**src/rtl/csel_adder_pipe_if.sv**
```systemverilog
// Operand/result handshake bundle for csel_adder_pipe.
// The producer/consumer side uses master; the adder uses slave.
interface csel_adder_pipe_if #(
  parameter int WIDTH = 16
);
  logic             in_valid;
  logic             in_ready;
  logic [WIDTH-1:0] a;
  logic [WIDTH-1:0] b;
  logic             cin;
  logic             sub;
  logic             out_valid;
  logic             out_ready;
  logic [WIDTH-1:0] sum;
  logic             cout;
  logic             ovf;
  logic             zero;

  modport master (
    output in_valid, a, b, cin, sub, out_ready,
    input  in_ready, out_valid, sum, cout, ovf, zero
  );

  modport slave (
    input  in_valid, a, b, cin, sub, out_ready,
    output in_ready, out_valid, sum, cout, ovf, zero
  );
endinterface

```
**src/rtl/csel_adder_pipe.sv**
```systemverilog
// Two-stage carry-select adder/subtractor. S1 precomputes every block sum for
// both carry-ins; S2 ripples the block select chain and registers the result.
module csel_adder_pipe #(
  parameter int WIDTH = 16,
  parameter int BLK   = 4
) (
  input logic              clk,
  input logic              rst,
  csel_adder_pipe_if.slave bus
);
  localparam int NBLK = WIDTH / BLK;

  if (WIDTH < 2) begin : g_badWidth
    $error("csel_adder_pipe: WIDTH must be at least 2");
  end
  if ((WIDTH % BLK) != 0) begin : g_badBlk
    $error("csel_adder_pipe: WIDTH must be a multiple of BLK");
  end

  logic                      w_s2Load;
  logic                      w_s1Load;
  logic [WIDTH-1:0]          w_bEff;
  logic                      w_c0;
  logic [NBLK-1:0][BLK-1:0]  w_sum0;
  logic [NBLK-1:0][BLK-1:0]  w_sum1;
  logic [NBLK-1:0]           w_co0;
  logic [NBLK-1:0]           w_co1;
  logic                      w_cm0;
  logic                      w_cm1;

  logic                      r_s1Valid;
  logic [NBLK-1:0][BLK-1:0]  r_s1Sum0;
  logic [NBLK-1:0][BLK-1:0]  r_s1Sum1;
  logic [NBLK-1:0]           r_s1Co0;
  logic [NBLK-1:0]           r_s1Co1;
  logic                      r_s1Cm0;
  logic                      r_s1Cm1;
  logic                      r_s1C0;

  logic [NBLK:0]             w_carry;
  logic [WIDTH-1:0]          w_sum;
  logic                      w_cMsb;

  logic                      r_s2Valid;
  logic [WIDTH-1:0]          r_sum;
  logic                      r_cout;
  logic                      r_ovf;
  logic                      r_zero;

  assign w_s2Load     = !r_s2Valid || bus.out_ready;
  assign w_s1Load     = !r_s1Valid || w_s2Load;
  assign bus.in_ready = w_s1Load;

  // Carry into the MSB falls out of sum ^ a ^ b at that bit, which also covers BLK = 1.
  always_comb begin
    w_bEff = bus.sub ? ~bus.b : bus.b;
    w_c0   = bus.sub | bus.cin;
    w_sum0 = '0;
    w_sum1 = '0;
    w_co0  = '0;
    w_co1  = '0;
    for (int i = 0; i < NBLK; i++) begin
      {w_co0[i], w_sum0[i]} = {1'b0, bus.a[i*BLK +: BLK]} + {1'b0, w_bEff[i*BLK +: BLK]};
      {w_co1[i], w_sum1[i]} = {1'b0, bus.a[i*BLK +: BLK]} + {1'b0, w_bEff[i*BLK +: BLK]}
                              + {{BLK{1'b0}}, 1'b1};
    end
    w_cm0 = w_sum0[NBLK-1][BLK-1] ^ bus.a[WIDTH-1] ^ w_bEff[WIDTH-1];
    w_cm1 = w_sum1[NBLK-1][BLK-1] ^ bus.a[WIDTH-1] ^ w_bEff[WIDTH-1];
  end

  always_ff @(posedge clk or posedge rst) begin
    if (rst) begin
      r_s1Valid <= 1'b0;
      r_s1Sum0  <= '0;
      r_s1Sum1  <= '0;
      r_s1Co0   <= '0;
      r_s1Co1   <= '0;
      r_s1Cm0   <= 1'b0;
      r_s1Cm1   <= 1'b0;
      r_s1C0    <= 1'b0;
    end else if (w_s1Load) begin
      r_s1Valid <= bus.in_valid;
      if (bus.in_valid) begin
        r_s1Sum0 <= w_sum0;
        r_s1Sum1 <= w_sum1;
        r_s1Co0  <= w_co0;
        r_s1Co1  <= w_co1;
        r_s1Cm0  <= w_cm0;
        r_s1Cm1  <= w_cm1;
        r_s1C0   <= w_c0;
      end
    end
  end

  always_comb begin
    w_carry    = '0;
    w_carry[0] = r_s1C0;
    w_sum      = '0;
    for (int i = 0; i < NBLK; i++) begin
      w_sum[i*BLK +: BLK] = w_carry[i] ? r_s1Sum1[i] : r_s1Sum0[i];
      w_carry[i+1]        = w_carry[i] ? r_s1Co1[i]  : r_s1Co0[i];
    end
    w_cMsb = w_carry[NBLK-1] ? r_s1Cm1 : r_s1Cm0;
  end

  // Bubbles advance the valid bit only, so held results survive idle cycles.
  always_ff @(posedge clk or posedge rst) begin
    if (rst) begin
      r_s2Valid <= 1'b0;
      r_sum     <= '0;
      r_cout    <= 1'b0;
      r_ovf     <= 1'b0;
      r_zero    <= 1'b0;
    end else if (w_s2Load) begin
      r_s2Valid <= r_s1Valid;
      if (r_s1Valid) begin
        r_sum  <= w_sum;
        r_cout <= w_carry[NBLK];
        r_ovf  <= w_cMsb ^ w_carry[NBLK];
        r_zero <= (w_sum == '0);
      end
    end
  end

  assign bus.out_valid = r_s2Valid;
  assign bus.sum       = r_sum;
  assign bus.cout      = r_cout;
  assign bus.ovf       = r_ovf;
  assign bus.zero      = r_zero;
endmodule

```
**src/flat_wrapper.sv**
```systemverilog
// flat-port wrapper written by rule: the top's interface ports become plain ports
module csel_adder_pipe_flat 
#(
  parameter int WIDTH = 16,
  parameter int BLK   = 4
)
  (clk, rst, bus_in_valid, bus_a, bus_b, bus_cin, bus_sub, bus_out_ready, bus_in_ready, bus_out_valid, bus_sum, bus_cout, bus_ovf, bus_zero);
  csel_adder_pipe_if #(.WIDTH(WIDTH)) bus_i ();
  input logic clk;
  input logic rst;
  input wire logic [$bits(bus_i.in_valid)-1:0] bus_in_valid;
  input wire logic [$bits(bus_i.a)-1:0] bus_a;
  input wire logic [$bits(bus_i.b)-1:0] bus_b;
  input wire logic [$bits(bus_i.cin)-1:0] bus_cin;
  input wire logic [$bits(bus_i.sub)-1:0] bus_sub;
  input wire logic [$bits(bus_i.out_ready)-1:0] bus_out_ready;
  output wire logic [$bits(bus_i.in_ready)-1:0] bus_in_ready;
  output wire logic [$bits(bus_i.out_valid)-1:0] bus_out_valid;
  output wire logic [$bits(bus_i.sum)-1:0] bus_sum;
  output wire logic [$bits(bus_i.cout)-1:0] bus_cout;
  output wire logic [$bits(bus_i.ovf)-1:0] bus_ovf;
  output wire logic [$bits(bus_i.zero)-1:0] bus_zero;
  assign bus_i.in_valid = bus_in_valid;
  assign bus_i.a = bus_a;
  assign bus_i.b = bus_b;
  assign bus_i.cin = bus_cin;
  assign bus_i.sub = bus_sub;
  assign bus_i.out_ready = bus_out_ready;
  assign bus_in_ready = bus_i.in_ready;
  assign bus_out_valid = bus_i.out_valid;
  assign bus_sum = bus_i.sum;
  assign bus_cout = bus_i.cout;
  assign bus_ovf = bus_i.ovf;
  assign bus_zero = bus_i.zero;
  csel_adder_pipe #(.WIDTH(WIDTH), .BLK(BLK)) u_core (.clk(clk), .rst(rst), .bus(bus_i));
endmodule
```
**config.mk**
```make
export PLATFORM = sky130hd
export DESIGN_NAME = csel_adder_pipe_flat
export DESIGN_NICKNAME = d
export VERILOG_FILES = /design/src/rtl/csel_adder_pipe_if.sv /design/src/rtl/csel_adder_pipe.sv /design/src/flat_wrapper.sv
export SDC_FILE = /design/constraint.sdc
export NUM_CORES = 1
export LEC_CHECK = 0
export CORE_UTILIZATION = 54
export CTS_CLUSTER_DIAMETER = 80
export DETAILED_ROUTE_END_ITERATION = 7
export PLACE_DENSITY = 0.8
export SLEW_MARGIN = 5
export SYNTH_ARGS = -nofsm -noshare
export SYNTH_HDL_FRONTEND = slang
export SYNTH_SLANG_ARGS = --single-unit
export TNS_END_PERCENT = 30
```
**constraint.sdc**
```tcl
create_clock -name clk -period 3 [get_ports clk]
set_clock_uncertainty 0.15 [all_clocks]
set_input_delay 0.75 -clock clk [delete_from_list [all_inputs] [get_ports clk]]
set_output_delay 0.75 -clock clk [all_outputs]
set_load 0.02 [all_outputs]
```
==> reports/metrics.cfg, run 1 <==
[yosys]
synth_area_um2 = 3700
synth-seq-cells = 64
synth_area_per_cell_um2 = 10.4
ys_types = 37
yosys_warnings = 0
synthCells = 356
syn_nets = 418
synth_edf_count = 0
seq_area_frac_synth = 0.432
async_flop_share = 1.00
ys.flop_type = dfrtp_1

[flow_run]
maxCapViolCount = 0

[sta]
holdWs_ns = 0.327
hold_viol_final = 0
slew_headroom = 0.731
finalSetupViolCount = 0
worst_pin_slew_ns = 0.395
slew_viol_final = 0
min_period_ns = 2.92
period_share = 0.973
rsz0062_at_grt = false
fmax_ghz = 0.343

[final_layout]
final_cell_mix = dfrtp_1, clkdlybuf4s50_1, nand2_1
drive_above_1_share = 0.196
final_common_cell = dfrtp_1
nFillCells = 477
nNetsFinal = 513
fin_cells = 532
n_antenna_cell = 0
area_growth_pct = 32.0

[route]
drt_iter0_markers = 106
detail_route.wl_per_cell_um = 13.7
drt-total-wl_mm = 7.30
num_vias = 2803
ant_nets = 0
drc = 2
drt_pre_antenna_iters = 7
viasPerCell = 5.27

[clock_tree]
cts_tree = yes
clk_pin_slew_ns = 0.07
root_buffer = clkbuf_8
cts_buffers = 9
h-tree-depth = 3
clk_path_buf_depth = 2
numClockSinks = 64
clk_latency_ns = 0.33

[critical_path]
r2r-end = u_core.bus.zero$_DFFE_PP0P_
cp.arrival_ns = 2.99
crit-reg2reg-launch = u_core.r_s1C0$_DFFE_PP0P_
worst-setup-path-type = in -> reg
reg2regPathDepth = 5
cp_data_required_time_ns = 3.07
crit_start = bus_sub
cp-start-kind = input pin
reg2reg_setup_slack_ns = 0.40
path_max_fanout = 8
critPathCaptureType = flip-flop

[power_and_ir_drop]
power_density_nw_per_um2 = 700
peakVddDrop_mv = 0.264
leakage_nw = 2.27
power_mw = 3.42

[run_status]
status = complete, but fails checks
violations = design-rule violations

[floorplan]
dieHeight_um = 84.8
io_pins = 59
core_um2 = 6490
start_util = 0.570
rows = 29
die_width_um = 84.8
dieArea_um2 = 7200

[worst_hold_path]
hp-class = reg -> reg
holdPathStages = 2
hold_start = u_core.bus.sum[12]$_DFFE_PP0P_
min_to = u_core.bus.sum[12]$_DFFE_PP0P_

[global_routing]
grt_pass1_vias = 2664
overflow = 0
antenna_found_initial = 0
grt_pass1_wl_mm = 12.7
grtUsageTotal = 0.226
grt_max_degree = 72

[placed_design]
hpwlAfterDp_mm = 5.48
port_buffers = 58
place_inst = 514
gp_congestion = 0.780

cells in the mapped netlist, types with 2 or more instances:
master,count,area [µm²]
a31oi_1,2,12.5
and2_1,3,18.8
nand2_1,47,176
mux2i_4,3,67.6
nand3_1,4,20.0
nand2b_1,6,37.5
mux2_2,18,203
clkbuf_1,12,45.0
nor4_1,4,25.0
xnor2_1,13,114
a211oi_1,2,15.0
xor2_1,27,236
nor2_1,7,26.3
o21ai_0,44,220
nor2b_1,4,25.0
dfrtp_1,64,1600
ha_1,20,250
a21oi_1,11,55.1
inv_1,14,52.6
fa_1,4,80.1
mux2i_1,21,210
nand4_1,3,18.8
nand4b_1,2,17.5
or4_1,2,15.0
a21o_1,7,52.6
per-layer routing:
layer  vias up  part of all wire  GRT usage
li1       1428                 -          -
met1      1297              0.50      0.332
met2        67              0.45      0.345
met3        11             0.035     0.0360
met4         0             0.015     0.0817
met5         -                 0          0
worst max-delay path, cell delays in order:
cell	delay (ns)
dlygate4sd2_1	0.24
buf_6	0.14
buf_4	0.14
buf_4	0.14
xor2_1	0.15
ha_1	0.34
nor2b_1	0.15
o21ai_0	0.30
nor4bb_1	0.40
mux2i_1	0.13
o311ai_0	0.10
repair_timing:
action | in CTS | in global routing
buffers inserted | 3 | 0
gates resized for setup | 7 | 5
pin swaps | 5 | 3
hold buffers | 0 | 0
endpoints found under the setup margin | 4 | 3
how the worst max path moves through the flow:
stage	endpoint	slack (ns)
6_report	u_core.r_s1Co1[0]$_DFFE_PP0P_	0.08
5_1_grt	u_core.r_s1Co1[1]$_DFFE_PP0P_	0.009
2_1_floorplan	u_core.r_s1Co1[2]$_DFFE_PP0P_	0.01
3_5_place_dp	u_core.r_s1Co1[2]$_DFFE_PP0P_	-0.47
3_3_place_gp	u_core.r_s1Co1[1]$_DFFE_PP0P_	-0.33
4_1_cts	u_core.r_s1Co1[1]$_DFFE_PP0P_	0.06
power by group:
group          leakage [nW]  internal (mW)  switching [mW]
registers             0.777           1.15           0.205
logic                  1.40          0.759           0.673
clock network        0.0947          0.334           0.304
total                  2.27           2.24            1.18
final cells by class:
cell class                      instances  area (µm²)  share of cell area
Clock buffer                           11         151              0.0309
Tap cell                               77        96.3              0.0197
Clock inverter                          4        20.0             0.00409
Multi-Input combinational cell        265        2060               0.422
Sequential cell                        64        1600               0.327
Inverter                               14        52.6              0.0107
Timing Repair Buffer                   97         906               0.185
flip-flops by register name, indices dropped and copies added, names as in the netlist:
signal	cells
u_core.bus.cout	1
u_core.bus.out_valid	1
u_core.bus.ovf	1
u_core.bus.sum	16
u_core.bus.zero	1
u_core.r_s1C0	1
u_core.r_s1Cm0	1
u_core.r_s1Cm1	1
u_core.r_s1Co0	4
u_core.r_s1Co1	4
u_core.r_s1Sum0	16
u_core.r_s1Sum1	16
u_core.r_s1Valid	1
logic make-up (layout without fill, tap and decap cells):
| group | count (synthesis) | count (layout) | synth area share |
|---|---|---|---|
| AND/OR/NAND/NOR | 86 | 86 | 0.110 |
| AO/OA/AOI/OAI | 72 | 72 | 0.108 |
| flip-flops | 64 | 64 | 0.432 |
| multiplexers | 42 | 42 | 0.130 |
| XOR/XNOR | 41 | 41 | 0.101 |
| buffers and inverters | 27 | 126 | 0.0294 |
| adder cells (fa/ha/maj) | 24 | 24 | 0.0892 |
per-stage QoR:
| stage | utilization | TNS, ns | setup slack [ns] | cell area, µm² |
|---|---|---|---|---|
| after detailed placement | 0.716 | -5.61 | -0.466 | 4650 |
| after global routing | 0.753 | 0 | 0.00863 | 4890 |
| after CTS | 0.750 | 0 | 0.0610 | 4870 |
| final | 0.753 | 0 | 0.0816 | 4890 |
| after global placement | 0.716 | -4.00 | -0.330 | 4650 |
| after floorplan | - | 0 | 0.0124 | 3760 |
Power figures use the tool's default switching activity.
==> run 2: changes to the inputs <==
CORE_MARGIN = 5   (was not set)
==> reports/metrics.cfg, run 2 (same netlist as run 1, synthesis figures left out) <==
[sta]
finalSetupViolCount = 0
rsz0062_at_grt = true
period_share = 0.965
min_period_ns = 2.89
worst_pin_slew_ns = 0.698
fmax_ghz = 0.345
slew_headroom = 0.534
hold_viol_final = 0
fin_setup_tns_ns = 0
setup_slack_ns = 0.105
slew_viol_final = 0

[critical_path]
cp.arrival_ns = 3.00
cp_data_required_time_ns = 3.11
cp-start-kind = input pin
worst-setup-path-type = in -> reg
crit-reg2reg-launch = u_core.r_s1C0$_DFFE_PP0P_
critPathCaptureType = flip-flop
reg2reg_setup_slack_ns = 0.31
reg2regPathDepth = 5
r2r-end = u_core.bus.ovf$_DFFE_PP0P_
path_max_fanout = 4

[floorplan]
dieArea_um2 = 8620
core_um2 = 6720
io_pins = 59
dieHeight_um = 92.8
start_util = 0.551
die_width_um = 92.8
rows = 30

[clock_tree]
cts_tree = yes
h-tree-depth = 3
root_buffer = clkbuf_8
clk_latency_ns = 0.34
clk_path_buf_depth = 2
cts_hold_buf = 0
cts_buffers = 9
numClockSinks = 64
clk_pin_slew_ns = 0.07

[route]
drt_pre_antenna_iters = 4
detail_route.wl_per_cell_um = 15.0
drt_iter0_markers = 140
ant_nets = 0
drc = 0
viasPerCell = 5.38
drt-total-wl_mm = 8.12
num_vias = 2915

[final_layout]
final_cell_mix = dfrtp_1, clkdlybuf4s50_1, nand2_1
drive_above_1_share = 0.203
final_common_cell = dfrtp_1
nFillCells = 480
area_growth_pct = 33.1
regArea_um2 = 1600
n_antenna_cell = 0
final_util = 0.734
multi_input_area_um2 = 2060
nNetsFinal = 519

[placed_design]
gp_congestion = 0.806
hpwlAfterDp_mm = 6.01
post-place-ws_ns = -0.495
port_buffers = 58

[global_routing]
antenna_found_initial = 0
overflow = 0
grt_max_degree = 38
grt_pass1_wl_mm = 13.4
grtUsageTotal = 0.200
grt_pass1_vias = 2851

[worst_hold_path]
holdPathStages = 2
min_to = u_core.bus.sum[7]$_DFFE_PP0P_
hp-class = reg -> reg
hold_start = u_core.bus.sum[7]$_DFFE_PP0P_

[flow_run]
maxCapViolCount = 0

[power_and_ir_drop]
power_mw = 3.52
peakVddDrop_mv = 0.330
leakage_nw = 2.28
power_density_nw_per_um2 = 713

[run_status]
status = finished clean

[run 2: how the worst max path moves through the flow]
stage | startpoint | to | depth (start not counted)
floorplan | bus_sub | u_core.r_s1Co1[2]$_DFFE_PP0P_ | 13
global placement | bus_sub | u_core.r_s1Co1[1]$_DFFE_PP0P_ | 13
detailed placement | bus_sub | u_core.r_s1Co1[0]$_DFFE_PP0P_ | 11
CTS | bus_b[4] | u_core.r_s1Co1[1]$_DFFE_PP0P_ | 12
global route | bus_b[0] | u_core.r_s1Co1[0]$_DFFE_PP0P_ | 10
finish | bus_b[8] | u_core.r_s1Co1[2]$_DFFE_PP0P_ | 12
[run 2: area by class of cell]
| class | instances | area share |
|---|---|---|
| Timing Repair Buffer | 103 | 0.190 |
| Sequential cell | 64 | 0.325 |
| Inverter | 14 | 0.0107 |
| Clock inverter | 3 | 0.00305 |
| Multi-Input combinational cell | 265 | 0.417 |
| Clock buffer | 13 | 0.0343 |
| Tap cell | 80 | 0.0203 |
[run 2: metrics by stage]
| stage | cells | hold WS (ns) | cell area (µm²) |
|---|---|---|---|
| 5_1_grt | 542 | 0.344 | 4930 |
| 2_1_floorplan | 356 | 0.296 | 3760 |
| 3_5_place_dp | 522 | 0.319 | 4680 |
| 4_1_cts | 541 | 0.334 | 4890 |
| 3_3_place_gp | 522 | 0.311 | 4680 |
| 6_report | 542 | 0.327 | 4930 |
[run 2: report_power, final]
group	switching (mW)	leakage (nW)	internal (mW)	total (mW)
Sequential	0.216	0.777	1.15	1.36
Combinational	0.697	1.41	0.774	1.47
Clock	0.317	0.0992	0.364	0.680
[run 2: repair_timing]
item / 4_1_cts / 5_1_grt
buffers inserted: 3 / 1
resized for setup: 3 / 7
setup endpoints to repair: 4 / 3
pin swaps: 4 / 6
[run 2: worst max-delay path: stages]
cell	delay, ns
clkdlybuf4s50_1	0.47
xor2_1	0.16
ha_2	0.20
inv_1	0.05
fa_1	0.44
inv_1	0.09
ha_2	0.21
nand4b_1	0.10
mux2i_1	0.16
a31oi_1	0.07
xor2_1	0.16
o21ai_0	0.13
[run 2: routing by layer]
| layer | GRT usage | vias to the layer above | wire length (µm) |
|---|---|---|---|
| met2 | 0.322 | 93 | 3970 |
| met5 | 0 | - | 0 |
| li1 | - | 1441 | - |
| met4 | 0.0879 | 0 | 161 |
| met3 | 0.0406 | 14 | 450 |
| met1 | 0.261 | 1367 | 3540 |
==> run 3: changes to the inputs <==
CORE_MARGIN = 2   (was 5)
==> reports/metrics.cfg, run 3 (same netlist as run 1, synthesis figures left out) <==
[run_status]
status = finished clean

[power_and_ir_drop]
combPwrFrac = 0.419
swShare = 0.346
p_switching_mw = 1.19
internal_power_mw = 2.25
power_frac_clock = 0.186
peakVddDrop_mv = 0.254
seqPwrFrac = 0.395
leakage_nw = 2.26
power_density_nw_per_um2 = 704

[floorplan]
rows = 30
die_width_um = 86.8
core_um2 = 6720
start_util = 0.551
dieHeight_um = 86.8
dieArea_um2 = 7540
io_pins = 59

[final_layout]
nNetsFinal = 516
final_cell_area_um2 = 4880
area_growth_pct = 31.8
final_common_cell = dfrtp_1
nFillCells = 472
multi_input_area_um2 = 2040
n_antenna_cell = 0
final_cell_mix = dfrtp_1, clkdlybuf4s50_1, nand2_1
drive_above_1_share = 0.194
regArea_um2 = 1600

[route]
drt_iter0_markers = 168
drc = 0
num_vias = 2846
drt-total-wl_mm = 7.38
ant_nets = 0
viasPerCell = 5.29
drt_pre_antenna_iters = 4
detail_route.wl_per_cell_um = 13.7

[clock_tree]
root_buffer = clkbuf_8
h-tree-depth = 3
numClockSinks = 64
clk_path_buf_depth = 2
clk_latency_ns = 0.33
clk_pin_slew_ns = 0.06
cts_hold_buf = 0
cts_buffers = 9
cts_tree = yes

[sta]
slew_headroom = 0.539
worst_pin_slew_ns = 0.691
min_period_ns = 2.89
rsz0062_at_grt = true
finalSetupViolCount = 0
fmax_ghz = 0.346
slew_viol_final = 0
hold_viol_final = 0
period_share = 0.963
fin_setup_tns_ns = 0

[worst_hold_path]
hp-class = reg -> reg

[critical_path]
critPathCaptureType = output port
reg2reg_setup_slack_ns = 0.38
worst-setup-path-type = in -> out
r2r-end = u_core.bus.cout$_DFFE_PP0P_
reg2regPathDepth = 5
cp.arrival_ns = 1.99
endpoint = bus_in_ready
cp_data_required_time_ns = 2.10
cp-start-kind = input pin
crit_start = bus_out_ready
path_max_fanout = 3
crit-reg2reg-launch = u_core.r_s1C0$_DFFE_PP0P_

[global_routing]
overflow = 0
grt_pass1_wl_mm = 12.5
grtUsageTotal = 0.210
grt_max_degree = 72
grt_pass1_vias = 2804
antenna_found_initial = 0

[placed_design]
placed_area_um2 = 4650
port_buffers = 58
hpwlAfterDp_mm = 5.58
gp_congestion = 0.808

[flow_run]
maxCapViolCount = 0

## run 3: cell count changes in the layout (fill, tap and decap cells not counted), sizes merged
cell / change
clkinv: +1
buf: -3
clkbuf: -2
## run 3: how the worst min path moves through the flow
stage	from	endpoint	cells after the start
after floorplan	u_core.r_s1Sum0[1]$_DFFE_PP0P_	u_core.r_s1Sum0[1]$_DFFE_PP0P_	2
after global placement	u_core.bus.cout$_DFFE_PP0P_	u_core.bus.cout$_DFFE_PP0P_	2
after detailed placement	u_core.bus.zero$_DFFE_PP0P_	u_core.bus.zero$_DFFE_PP0P_	2
after CTS	u_core.bus.zero$_DFFE_PP0P_	u_core.bus.zero$_DFFE_PP0P_	2
after global routing	u_core.bus.zero$_DFFE_PP0P_	u_core.bus.zero$_DFFE_PP0P_	2
final	u_core.bus.zero$_DFFE_PP0P_	u_core.bus.zero$_DFFE_PP0P_	2
## run 3: worst max-delay path, cell delays in order
cell	delay (ns)
clkdlybuf4s50_1	0.46
nand3b_1	0.15
clkdlybuf4s50_1	0.62
## run 3: area by class of cell
cell class,instances,area share
multi-input cells,265,0.419
flip-flops and latches,64,0.328
repair buffers,100,0.187
clock buffers,11,0.0310
well taps,80,0.0205
inverters,14,0.0108
clock inverters,4,0.00410
## run 3: per-layer routing
metal / part of all wire / GRT usage
met1: 0.47 / 0.290
met2: 0.48 / 0.333
met3: 0.039 / 0.0400
met4: 0.0069 / 0.0739
met5: 0 / 0
## run 3: what timing repair did
action | in CTS | in global routing
gates resized for setup | 2 | 8
endpoints found under the setup margin | 4 | 3
pin swaps | 4 | 8
buffers inserted | 3 | 1
## run 3: per-stage QoR
stage / setup WS, ns / total power [mW] / utilization / cells / hold slack (ns)
after floorplan: 0.0124 / 2.21 / - / 356 / 0.296
after global placement: -0.322 / 2.71 / 0.693 / 519 / 0.311
after detailed placement: -0.474 / 2.78 / 0.693 / 519 / 0.318
after CTS: 0.0518 / 3.44 / 0.722 / 537 / 0.331
after global routing: -0.0132 / 3.67 / 0.727 / 538 / 0.360
final: 0.111 / 3.44 / 0.727 / 538 / 0.325
## run 3: power groups by stage
stage	Combinational [mW]	Clock, mW	Sequential, mW
after detailed placement	1.41	0	1.37
final	1.44	0.639	1.36
after global placement	1.36	0	1.35
after floorplan	0.763	0	1.44
after CTS	1.43	0.650	1.36
after global routing	1.58	0.691	1.40
==> RTL edit 1, RTL diff (flow settings as in run 2) <==
`WIDTH` is set to 16 in 3 places; all go to 12.
--- a/src/rtl/csel_adder_pipe_if.sv
+++ b/src/rtl/csel_adder_pipe_if.sv
@@ -2,5 +2,5 @@
 // The producer/consumer side uses master; the adder uses slave.
 interface csel_adder_pipe_if #(
-  parameter int WIDTH = 16
+  parameter int WIDTH = 12
 );
   logic             in_valid;
--- a/src/rtl/csel_adder_pipe.sv
+++ b/src/rtl/csel_adder_pipe.sv
@@ -2,5 +2,5 @@
 // both carry-ins; S2 ripples the block select chain and registers the result.
 module csel_adder_pipe #(
-  parameter int WIDTH = 16,
+  parameter int WIDTH = 12,
   parameter int BLK   = 4
 ) (
--- a/src/flat_wrapper.sv
+++ b/src/flat_wrapper.sv
@@ -2,5 +2,5 @@
 module csel_adder_pipe_flat 
 #(
-  parameter int WIDTH = 16,
+  parameter int WIDTH = 12,
   parameter int BLK   = 4
 )
Ports: changed (resized bus_a, bus_b and bus_sum); port bits go from 59 to 47. No check against the original RTL was run, so the function may have changed too.
==> RTL edit 1 against run 2 <==
- register-to-register slack improved by 0.46 ns
- synthesized cell count fell by 22%
- combinational power fell by 31%
- highest routed layer unchanged
- critical path type is now in2out
- worst hold slack improved by 0.0030 ns
- wire length fell by 36%
- synthesized area fell by 23%
- sequential cell count fell by 14
- sequential share of layout area rose by 2.1 points
- final area fell by 27%
- total power fell by 31%
- cell count fell by 24%
- setup slack improved by 0.014 ns
==> RTL edit 1: results (changes against run 2) <==
The total global routing track utilization is 0.164 (-0.0361). The mean instance size in the synthesized netlist is 10.3 um^2 (-0.69%). In the post-synthesis netlist, the biggest area contributors are sky130_fd_sc_hd__dfrtp_1 (44%), sky130_fd_sc_hd__ha_1 (6.6%), sky130_fd_sc_hd__xor2_1 (5.8%). The post-placement setup slack is -0.463 ns (+0.0326 ns). The later-pin clock latency in the skew report is 0.29 ns (-0.05 ns). The clock network power is 360 uW (-47%). The leakage power total came out at 0.00166 uW (-27%). The critical path data arrival time came to 1.98 ns (-1.02 ns). The routability congestion estimate is 0.759 (-5.8%). The standard cell area after detailed placement came out at 3540 um^2 (-24%). The filler cell count is 431 (-10%). Following the worst setup path forward leads to its endpoint at bus_in_ready. The worst setup margin is 0.119 ns (+0.0138 ns).

The pin count of the biggest net entering global routing came out at 43 (+13%). The slew of the pin with the lowest slew margin was 0.720 ns (+0.0220 ns). The worst setup slack for register-to-register paths was 0.77 ns (+0.46 ns).

The cell count after placement is 403 (-23%). The layout cell share with drive strength beyond 1 came out at 0.135 (-0.0682). The count of cells resized by post-cts repair is 1 (-2). The TritonCTS buffer count came out at 5 (-4). The flip-flop and latch count after synthesis is 50 (-22%). The net count after synthesis is 325 (-22%). The share of synthesized area occupied by flip-flops and latches came out at 0.437 (+0.00478).

In this run the critical register-to-register path is captured at u_core.bus.sum[8]$_DFFE_PP0P_. The number of clock buffers in the layout came out at 7 (-6). The total power consumption of the routed design is 2420 uW (-31%). The post-CTS setup buffer count was 0 (-3). The via density per instance came to 5.04 (-6.4%).

The number of non-clock buffers in the layout came out at 66 (-36%). The sequential cell area share is 0.346 (+0.0208). The count of distinct cell types in the synthesized netlist came out at 40 (+8.1%). The top fanout value on the critical path is 3 (-1). The finished layout cell area came out at 3620 um^2 (-27%). The number of DRC markers after the initial detailed-route iteration came to 85 (-39%). The area share of buffers outside the clock network came out at 0.172 (-0.0177). The worst supply voltage drop on vdd came out at 0.278 mV (-16%). The fraction of area in clock buffers and inverters is 0.0211 (-0.0162). On the critical path the largest part of the delay comes from buffers and inverters. The logic depth of the worst register-to-register path is 4 (-1). The count of standard-cell rows is 26 (-13%). The flow ran to the end, and the final reports show no timing, DRC or antenna violations. The number of buffer cells added on primary ports came out at 46 (-21%). Counting instances in the post-synthesis netlist gives the leading cell types as sky130_fd_sc_hd__dfrtp_1 (50), sky130_fd_sc_hd__nand2_1 (39), sky130_fd_sc_hd__o21ai_0 (28). The deepest level of the CTS H-tree was 2 (-1).

The longest individual stage delay on the worst path is 0.62 ns (+0.15 ns). The number of combinational gates with multiple inputs was 200 (-25%). The cell-internal power is 1580 uW (-31%). The routed wirelength normalized by instance count is 12.7 um (-15%). The filler-free cell count of the finished design was 410 (-24%).
[RTL edit 1: changes by cell type after synthesis, moves of 7 or more]
cell / delta
sky130_fd_sc_hd__o21ai_1: +7
sky130_fd_sc_hd__mux2i_1: -7
sky130_fd_sc_hd__xor2_1: -8
sky130_fd_sc_hd__nand2_1: -8
sky130_fd_sc_hd__o21ai_0: -16
sky130_fd_sc_hd__dfrtp_1: -14
[RTL edit 1: kinds of logic (layout without fill, tap and decap cells)]
family,Yosys count,in the layout,share of synthesized area
buffers and inverters,27,90,0.0389
muxes,29,29,0.116
and+or+nand+nor,68,68,0.112
xor gates and xnor gates,31,31,0.100
DFF,50,50,0.437
AOI/OAI and AO/OA,54,54,0.110
adders and majority gates,18,18,0.0865
[RTL edit 1: worst min path at each step]
stage	from	slack, ns	depth (start not counted)	to
after global placement	u_core.bus.zero$_DFFE_PP0P_	0.31	2	u_core.bus.zero$_DFFE_PP0P_
final	u_core.bus.sum[5]$_DFFE_PP0P_	0.33	2	u_core.bus.sum[5]$_DFFE_PP0P_
after detailed placement	u_core.bus.sum[5]$_DFFE_PP0P_	0.32	2	u_core.bus.sum[5]$_DFFE_PP0P_
after global routing	u_core.bus.cout$_DFFE_PP0P_	0.36	2	u_core.bus.cout$_DFFE_PP0P_
after CTS	u_core.bus.sum[5]$_DFFE_PP0P_	0.34	2	u_core.bus.sum[5]$_DFFE_PP0P_
after floorplan	u_core.r_s1Sum0[1]$_DFFE_PP0P_	0.30	2	u_core.r_s1Sum0[1]$_DFFE_PP0P_
[RTL edit 1: metal layers]
layer,track usage,share of wire,up-vias
met5,0,0,-
met3,0.0327,0.046,8
met2,0.274,0.46,43
met4,0.0550,0.014,0
met1,0.213,0.48,941
li1,-,-,1073
==> RTL edit 2, RTL diff (config.mk and constraints of run 2) <==
Without the edit above. Make the reset (`rst`) synchronous in 2 clocked blocks.
--- a/src/rtl/csel_adder_pipe.sv
+++ b/src/rtl/csel_adder_pipe.sv
@@ -69,5 +69,5 @@
   end
 
-  always_ff @(posedge clk or posedge rst) begin
+  always_ff @(posedge clk) begin
     if (rst) begin
       r_s1Valid <= 1'b0;
@@ -105,5 +105,5 @@
 
   // Bubbles advance the valid bit only, so held results survive idle cycles.
-  always_ff @(posedge clk or posedge rst) begin
+  always_ff @(posedge clk) begin
     if (rst) begin
       r_s2Valid <= 1'b0;
Check against the original RTL: differs if rst is asserted again (counterexample within 4 cycles, from zero or initial values and one cycle with rst high); with rst held inactive, the same outputs for 10 cycles.
==> RTL edit 2 against run 2 <==
- sequential cell count stayed put
- via count is 1.4% higher
- total power is 30% lower
- final area is 6.6% lower
- synthesized area is 5.1% lower
- setup slack worse by 0.013 ns
- non-clock buffer count is 14 lower
- wire length is 8.7% lower
- largest power group is now registers
- highest routed layer unchanged
==> RTL edit 2: results (changes against run 2) <==
The total global routing track utilization is 0.182 (-0.0175). Among all stages on the critical path, the largest delay is contributed by sky130_fd_sc_hd__clkdlybuf4s50_1. The via density per instance was 5.27 (-2.1%).

After synthesis, the cell types taking the most area are sky130_fd_sc_hd__dfxtp_1 (36%), sky130_fd_sc_hd__ha_1 (7.5%), sky130_fd_sc_hd__a211oi_1 (6.8%). The cell sitting at the root of the clock tree is a sky130_fd_sc_hd__clkbuf_8. The top fanout value on the critical path is 4 (unchanged). The routability congestion estimate is 0.845 (+4.9%).

The deepest level of the CTS H-tree came out at 3 (unchanged). The filler cell count is 490 (+2.1%). The longest individual stage delay on the worst path came to 0.63 ns (+0.16 ns). The startpoint identified for the worst hold timing path is u_core.r_s1Sum0[14]$_SDFFE_PP0P_. The global routing met3 resource utilization was 0.0367 (-0.00395). The leakage power total came to 0.00191 uW (-16%). The global-route wire length before repair came to 12.4 mm (-7.6%). The path with the worst hold slack has its endpoint at u_core.r_s1Sum0[14]$_SDFFE_PP0P_. The logic depth of the worst register-to-register path is 5 (unchanged). The clock edge transition at the registers on the reported setup and hold paths came out at 0.06 ns. The met2 track demand over resource in global routing is 0.283 (-0.0388). The net count after synthesis came out at 466 (+11%). The worst register-to-register path ends at u_core.bus.zero$_SDFFE_PP0P_. The layout cell share with drive strength beyond 1 came out at 0.118 (-0.0857). The flow ran to the end, and the final reports show no timing, DRC or antenna violations.

The via count of the first global-routing pass came out at 2784 (-2.4%). The worst setup slack for register-to-register paths is 0.78 ns (+0.47 ns). The share of synthesized area occupied by flip-flops and latches is 0.364 (-0.0679).

The number of nets in the layout came out at 543 (+4.6%). The slew of the pin with the lowest slew margin is 0.453 ns (-0.245 ns). The worst hold margin came out at 0.309 ns (-0.0179 ns). The startpoint identified for the worst register-to-register timing path is u_core.r_s1C0$_SDFFE_PP0P_. The routed wirelength normalized by instance count was 13.2 um (-12%). The path class of the tightest hold or removal check is reg2reg.

The worst hold path stage count came to 2 (unchanged). Grouping stages by cell kind, the critical path spends the most delay in buffers and inverters. The met1 track utilization from global routing is 0.245 (-0.0159).

The TritonCTS buffer count came out at 9 (unchanged). The number of buffer cells added on primary ports came to 58 (unchanged). The count of distinct cell types in the synthesized netlist came to 39 (+5.4%).

The number of DRC markers after the initial detailed-route iteration is 149 (+6.4%). The warning count from the yosys run came out at 0 (unchanged). The iteration count of the initial detailed-routing pass is 4 (unchanged). Counting instances in the post-synthesis netlist gives the leading cell types as sky130_fd_sc_hd__dfxtp_1 (64), sky130_fd_sc_hd__nand2_1 (44), sky130_fd_sc_hd__nor2_1 (37). The async set or reset register ratio after synthesis came to 0 (-1.00). The total half-perimeter wirelength after legalization and detailed placement was 5.55 mm (-7.8%). The worst supply voltage drop on vdd is 0.357 mV (+8.0%). The pin count of the biggest net entering global routing came out at 42 (+11%). The number of buffers on the longest clock path came to 2 (unchanged).

The number of antenna violations at the first check in global routing is 0 (unchanged). The total inserted antenna cells is 0 (unchanged). The later-pin clock latency in the skew report was 0.34 ns (about the same).
[RTL edit 2: cell types whose count changed after synthesis, sizes merged, moves of 18 or more]
cell,run 2,this run
a211oi,2,32
dfrtp,64,0
o21ai,44,4
nor2,7,37
mux2,18,0
a21oi,11,33
dfxtp,0,64
[RTL edit 2: layout make-up]
| type | count | area [um^2] | area share |
|---|---|---|---|
| multi-input combinational | 293 | 2120 | 0.460 |
| clock buffer | 15 | 166 | 0.0362 |
| timing repair buffer | 89 | 856 | 0.186 |
| sequential | 64 | 1280 | 0.278 |
| tap | 77 | 96.3 | 0.0209 |
| inverter | 23 | 86.3 | 0.0188 |
[RTL edit 2: through the flow]
step	worst slack, ns	instances	power, uW	setup TNS [ns]	area [um^2]
after floorplan	0.0396	403	1510	0	3530
after global placement	-0.218	541	1760	-2.04	4320
after detailed placement	-0.350	541	1780	-3.78	4320
after CTS	0.0136	556	2420	0	4490
after global routing	0.0604	561	2600	0	4600
final	0.0917	561	2450	0	4600
[RTL edit 2: report_power, final]
part / switching, uW / total (uW) / internal, uW
sequential: 65.2 / 1010 / 940
combinational: 391 / 801 / 410
clock: 297 / 640 / 342
[RTL edit 2: worst register-to-register path, delay by kind of cell (launching register included)]
family / cells / cell delay, ns
compound gates: 2 / 0.35
flops: 1 / 0.38
mux: 2 / 0.98
simple gates: 1 / 0.30
[RTL edit 2: worst max-delay path by stage]
stage	endpoint	slack, ns	start
finish	bus_in_ready	0.09	bus_out_ready
global route	bus_in_ready	0.06	bus_out_ready
global placement	u_core.r_s1Co1[0]$_SDFFE_PP0P_	-0.22	bus_sub
CTS	u_core.r_s1Co1[0]$_SDFFE_PP0P_	0.01	bus_sub
detailed placement	u_core.r_s1Co1[0]$_SDFFE_PP0P_	-0.35	bus_sub
floorplan	u_core.r_s1Cm1$_SDFFE_PP0P_	0.04	bus_sub
[RTL edit 2: routing by layer]
layer | part of all wire | vias up
met4 | 0.018 | 0
met2 | 0.44 | 74
met3 | 0.061 | 11
met1 | 0.48 | 1306
met5 | 0 | -
li1 | - | 1564
[RTL edit 2: repair_timing]
| action | 4_1_cts | 5_1_grt |
|---|---|---|
| setup endpoints to repair | 0 | 10 |
| hold endpoints to repair | 0 | 0 |
| setup buffers | 0 | 5 |
| gates resized for setup | 0 | 15 |
[RTL edit 2: cell families (layout without fill, tap and decap cells)]
family,after synthesis,count (layout),synth area share
compound gates,86,86,0.162
xor+xnor,36,36,0.0897
flops,64,64,0.364
fa+ha+maj,25,25,0.0975
mux,25,25,0.0783
buf+inv,46,127,0.0516
simple gates,121,121,0.157
